[src/rtl/mem_arbiter.sv]
// Round-robin arbiter sharing one native memory bus between the instruction-fetch and data ports.
// A watchdog aborts a BUSY transaction that never sees mem_ready and reports it as an error pulse.
module mem_arbiter #(
    parameter int TIMEOUT = 255,
    parameter int CW      = 8
) (
    input  logic        clk,
    input  logic        reset,
    input  logic        i_valid,
    input  logic [31:0] i_addr,
    output logic        i_ready,
    output logic        i_err,
    output logic [31:0] i_rdata,
    input  logic        d_valid,
    input  logic [31:0] d_addr,
    input  logic [31:0] d_wdata,
    input  logic [3:0]  d_wstrb,
    output logic        d_ready,
    output logic        d_err,
    output logic [31:0] d_rdata,
    output logic        mem_valid,
    output logic        mem_instr,
    output logic [31:0] mem_addr,
    output logic [31:0] mem_wdata,
    output logic [3:0]  mem_wstrb,
    input  logic        mem_ready,
    input  logic [31:0] mem_rdata
);
    localparam logic [1:0] ST_IDLE = 2'd0;
    localparam logic [1:0] ST_BUSY = 2'd1;
    localparam logic [1:0] ST_RESP = 2'd2;

    localparam bit            WD_EN   = (TIMEOUT != 0);
    localparam logic [CW-1:0] WD_LAST = CW'(TIMEOUT - 1);

    logic [1:0]    state_reg;
    logic          last_reg;   // most recently granted port: 0 = instr, 1 = data
    logic          gnt_reg;    // port owning the current transaction
    logic [CW-1:0] wd_reg;
    logic          pick_data;
    logic          done_ok;
    logic          done_err;

    // On a tie the port that did not win last time gets the bus.
    always_comb begin
        pick_data = d_valid;
        if (i_valid && d_valid) begin
            pick_data = ~last_reg;
        end
    end

    // mem_ready takes priority over a watchdog expiry in the same cycle.
    assign done_ok  = (state_reg == ST_BUSY) && mem_ready;
    assign done_err = (state_reg == ST_BUSY) && !mem_ready && WD_EN && (wd_reg == WD_LAST);

    always_ff @(posedge clk) begin
        if (reset) begin
            state_reg <= ST_IDLE;
            last_reg  <= 1'b1;
            gnt_reg   <= 1'b0;
            wd_reg    <= '0;
            mem_valid <= 1'b0;
            mem_instr <= 1'b0;
            mem_addr  <= '0;
            mem_wdata <= '0;
            mem_wstrb <= '0;
        end else begin
            case (state_reg)
                ST_IDLE: begin
                    if (i_valid || d_valid) begin
                        gnt_reg   <= pick_data;
                        last_reg  <= pick_data;
                        wd_reg    <= '0;
                        mem_valid <= 1'b1;
                        mem_instr <= ~pick_data;
                        if (pick_data) begin
                            mem_addr  <= d_addr;
                            mem_wstrb <= d_wstrb;
                            mem_wdata <= (d_wstrb == 4'b0000) ? 32'h0 : d_wdata;
                        end else begin
                            mem_addr  <= i_addr;
                            mem_wstrb <= 4'b0000;
                            mem_wdata <= 32'h0;
                        end
                        state_reg <= ST_BUSY;
                    end
                end
                ST_BUSY: begin
                    if (done_ok || done_err) begin
                        mem_valid <= 1'b0;
                        state_reg <= ST_RESP;
                    end else begin
                        wd_reg <= wd_reg + 1'b1;
                    end
                end
                ST_RESP: state_reg <= ST_IDLE;
                default: state_reg <= ST_IDLE;
            endcase
        end
    end

    // Per-port response registers: index 0 = instr, 1 = data.
    logic [1:0]  ready_reg;
    logic [1:0]  err_reg;
    logic [31:0] rdata_reg [2];

    generate
        for (genvar gi = 0; gi < 2; gi++) begin : g_resp
            logic sel;
            assign sel = (gnt_reg == gi[0]);

            always_ff @(posedge clk) begin
                if (reset) begin
                    ready_reg[gi] <= 1'b0;
                    err_reg[gi]   <= 1'b0;
                    rdata_reg[gi] <= '0;
                end else begin
                    ready_reg[gi] <= done_ok && sel;
                    err_reg[gi]   <= done_err && sel;
                    if (done_ok && sel) begin
                        rdata_reg[gi] <= mem_rdata;
                    end else if (done_err && sel) begin
                        rdata_reg[gi] <= '0;
                    end
                end
            end
        end
    endgenerate

    assign i_ready = ready_reg[0];
    assign i_err   = err_reg[0];
    assign i_rdata = rdata_reg[0];
    assign d_ready = ready_reg[1];
    assign d_err   = err_reg[1];
    assign d_rdata = rdata_reg[1];
endmodule

[config.mk]
export PLATFORM = sky130hd
export DESIGN_NAME = mem_arbiter
export DESIGN_NICKNAME = d
export VERILOG_FILES = /design/src/rtl/mem_arbiter.sv
export SDC_FILE = /design/constraint.sdc
export NUM_CORES = 1
export LEC_CHECK = 0
export ABC_AREA = 1
export BUFFER_PORTS_ARGS = -buffer_cell sky130_fd_sc_hd__buf_2
export CORE_ASPECT_RATIO = 0.8
export CORE_UTILIZATION = 50
export DETAILED_ROUTE_END_ITERATION = 7
export HOLD_SLACK_MARGIN = 0.03
export PLACE_DENSITY = 0.83
export SYNTH_ARGS = -nofsm -noshare
export SYNTH_HDL_FRONTEND = slang
export SYNTH_SLANG_ARGS = --single-unit
[constraint.sdc]
create_clock -name clk -period 11.2 [get_ports clk]
set_input_delay 2.24 -clock clk [delete_from_list [all_inputs] [get_ports clk]]
set_output_delay 2.24 -clock clk [all_outputs]
set_load 0.02 [all_outputs]
==> qor_table.md <==
| Parameter | This run |
|---|---|
| Area growth from synthesis to layout | 35.0% |
| Most frequently used flop master after synthesis | dfxtp_1 |
| Required time of the worst setup path | 11.33 ns |
| Setup Total Neg Slack | 0 ns |
| IO Port Bufs | 274 |
| Overall Global Routing Usage | 24.9% |
| Horizontal die dimension | 123 um |
| Vias per cell | 4.97 |
| Pin count of the biggest net entering global routing | 77 |
| Asr flop ratio synth | 0% |
| Cell count after placement | 1032 |
| Worst-Margin Slew | 1.05 ns |
| Total number of vias | 5292 |
| Total routed wirelength | 14.9 mm |
| Clock Latency Late Sink | 0.41 ns |
| Placeable core area | 11500 um^2 |
| Worst clock skew | 0.00955 ns |
| Clk sinks | 150 |
| Largest area contributor in the synthesized netlist | edfxtp_1 |
| Yosys warnings | 0 |
| Hold bufs inserted after CTS | 0 |
| Buffer and inverter count on the worst path | 3 |
| Peak clock frequency supported by timing | 245 MHz |
| Worst hold path class | register to register |
| Setup WS pre-CTS | 6.69 ns |
| Y dimension of the die | 99.1 um |
| Post-Synthesis Cells | 642 |
| TritonRoute pass-1 iters | 6 |
| Simple-gate portion of the synthesized area | 21.8% |
| Clock tree from TritonCTS | built |
| Count of cells resized by post-cts repair | 0 |
| Max Root-Sink Buffers | 2 |
| Peak ir drop on the vdd network | 0.115 mV |
| Vias in the first global route | 4862 |
| Adder-Cell Fraction of Synth Area | 0.425% |
| Setup crit start kind | input port |
| Final clock period utilization by the worst path | 36.5% |
| Signal arrival time at the worst endpoint | 4.22 ns |
| Final setup fails | 0 |
| Wire length of the first global-routing pass | 23.4 mm |
| Non-filler cells in the finished layout | 1064 |
| CTS H-Tree Depth | 4 |
| Lkg Pwr | 3.92 nW |
| Hold_ws | 0.467 ns |
| Share of Yosys cell area claimed by the top area cell type | 32.6% |
| DRC | 0 |
| Violation count after the first detailed-route iteration | 429 |
| Hold Violations, Final | 0 |
| Number of max-slew violations in the final report | 0 |
| Weighted congestion reported at the end of routability-driven placement | 0.838 |
| Total die area | 12200 um^2 |
| Power per standard cell area | 181 nW/um^2 |
| Worst Setup Path Type | input port to register |
| Worst slew margin relative to its limit | 29.7% |
| Mean post-synth cell area | 9.18 um^2 |
| Leftover overflow at the end of global routing | 0 |
| Flip-flop count of the largest register, all copies and words added | 64 |
| Post-route worst setup slack | 7.12 ns |
| Number of I/O pins | 275 |
| Run status | complete, no violations |
| Antenna viol nets, final | 0 |
| Number of library cell types mapped by synthesis | 28 |
| Main combinational cell family by area after synthesis | simple AND/OR/NAND/NOR gates |
| Number of nets produced by synthesis | 781 |
| Area fraction in compound gates after synthesis | 9.13% |
| WL per Instance | 14.0 um |
| PnR Total Power | 1.44 mW |
| Clock transition at the registers of the reported paths | 0.06 ns |
| Share of the synthesized netlist area taken by xor and xnor gates | 0% |
| Unrepaired setup endpoints after global routing | false |
| Type of destination of the critical path | register |
| CTS root buf | clkbuf_16 |
| Largest stage delay on the critical path | 0.59 ns |
| Top cells by count, synth | 180 x nand2_1, 91 x nor2_1, 86 x dfxtp_1 |
| Dominant cells by area after synthesis | edfxtp_1 33%, dfxtp_1 29%, nand2_1 11% |
| Max-capacitance violation count | 0 |
| CTS buffer count | 17 |
| Effective utilization at floorplan | 51.3% |
| Leading cell type by number of instances after synthesis | nand2_1 |
| Synthesized cell area | 5890 um^2 |
| Detailed Place HPWL | 10.3 mm |
| Cells along the critical path | buf_2, inv_2, nand2_1, nor2_1, inv_2, nor2_1 |
| Number of inserted diodes | 0 |
| Layout cell share with drive strength beyond 1 | 37.0% |
| Seq/Total Area, Yosys | 61.9% |
| Critical-path top delay cell | buf_2 |
| Crit path max fanout | 44 |
| Proportion of synthesized area in mux cells | 0% |
| Post-CTS setup-driven buffer insertion count | 0 |
| Cell Rows | 35 |
| Final-stage net count | 1042 |
| Antenna violations before repair | 0 |
| Shortest clock period the worst path allows after layout | 4.08 ns |
| FF+latch count, synth | 150 |
| Number of synthesized flops with an enable pin | 64 |
| Top cell family by delay on the critical path | buffers and inverters |
## where the power goes
part           switching, mW  internal, mW
clock network          0.223         0.419
logic                  0.117        0.0590
registers             0.0166         0.604
## layout by cell type (no fill, tap or decap), types with 2 or more instances in the layout
master and instances:
bufinv_16 6, o21ai_2 20, nand4_1 2, a31oi_1 32, edfxtp_1 64, dfxtp_1 86
inv_6 4, inv_2 4, a21oi_1 9, ha_1 2, o21ai_1 9, o21ai_0 7
nand2_1 180, nand3_1 40, clkinvlp_4 3, inv_1 50, nor3_1 2, o21ai_4 2
clkbuf_16 17, buf_4 3, nor2_1 91, buf_2 274
## through the flow
step	instance area (um^2)	util (%)
after CTS	7950	69.3
after detailed placement	7280	63.5
after global placement	7280	63.5
final	7950	69.3
after floorplan	5890	-
after global routing	7950	69.3
## worst paths after layout
path                   from                to  slack, ns  depth (start not counted)
setup / recovery      reset  rdata_reg[0][26]       7.12                          6
setup reg to reg  wd_reg[0]  rdata_reg[0][28]       8.92                          7
hold / removal    mem_valid         mem_valid       0.47                          2
hold reg to reg   mem_valid         mem_valid       0.47                          2
## worst min-delay path, cell delays in order, from the launching register on
cell	delay, ns
dfxtp_1	0.31
nand2_1	0.06
a21oi_1	0.05
## cell type report
| type | count | area, um^2 |
|---|---|---|
| Fill cell | 916 | 3520 |
| Inverter | 54 | 203 |
| Tap cell | 148 | 185 |
| Timing Repair Buffer | 277 | 1390 |
| Sequential cell | 150 | 3640 |
| Clock buffer | 17 | 425 |
| Clock inverter | 15 | 246 |
| Multi-Input combinational cell | 403 | 1860 |
## layer usage
metal / vias to the layer above / part of all wire (%) / global-route usage, % / routed length (um)
met2: 239 / 49 / 40.7 / 7300
met1: 2418 / 43 / 32.3 / 6370
met4: 0 / 1.7 / 9.08 / 257
li1: 2612 / - / - / -
met5: - / 0 / 0 / 0
met3: 23 / 6.6 / 5.50 / 985
## kinds of logic after synthesis
family,count (synthesis)
compound gates,81
flops,150
fa+ha+maj,2
simple gates,320
buf+inv,89
Power figures use the tool's default switching activity.
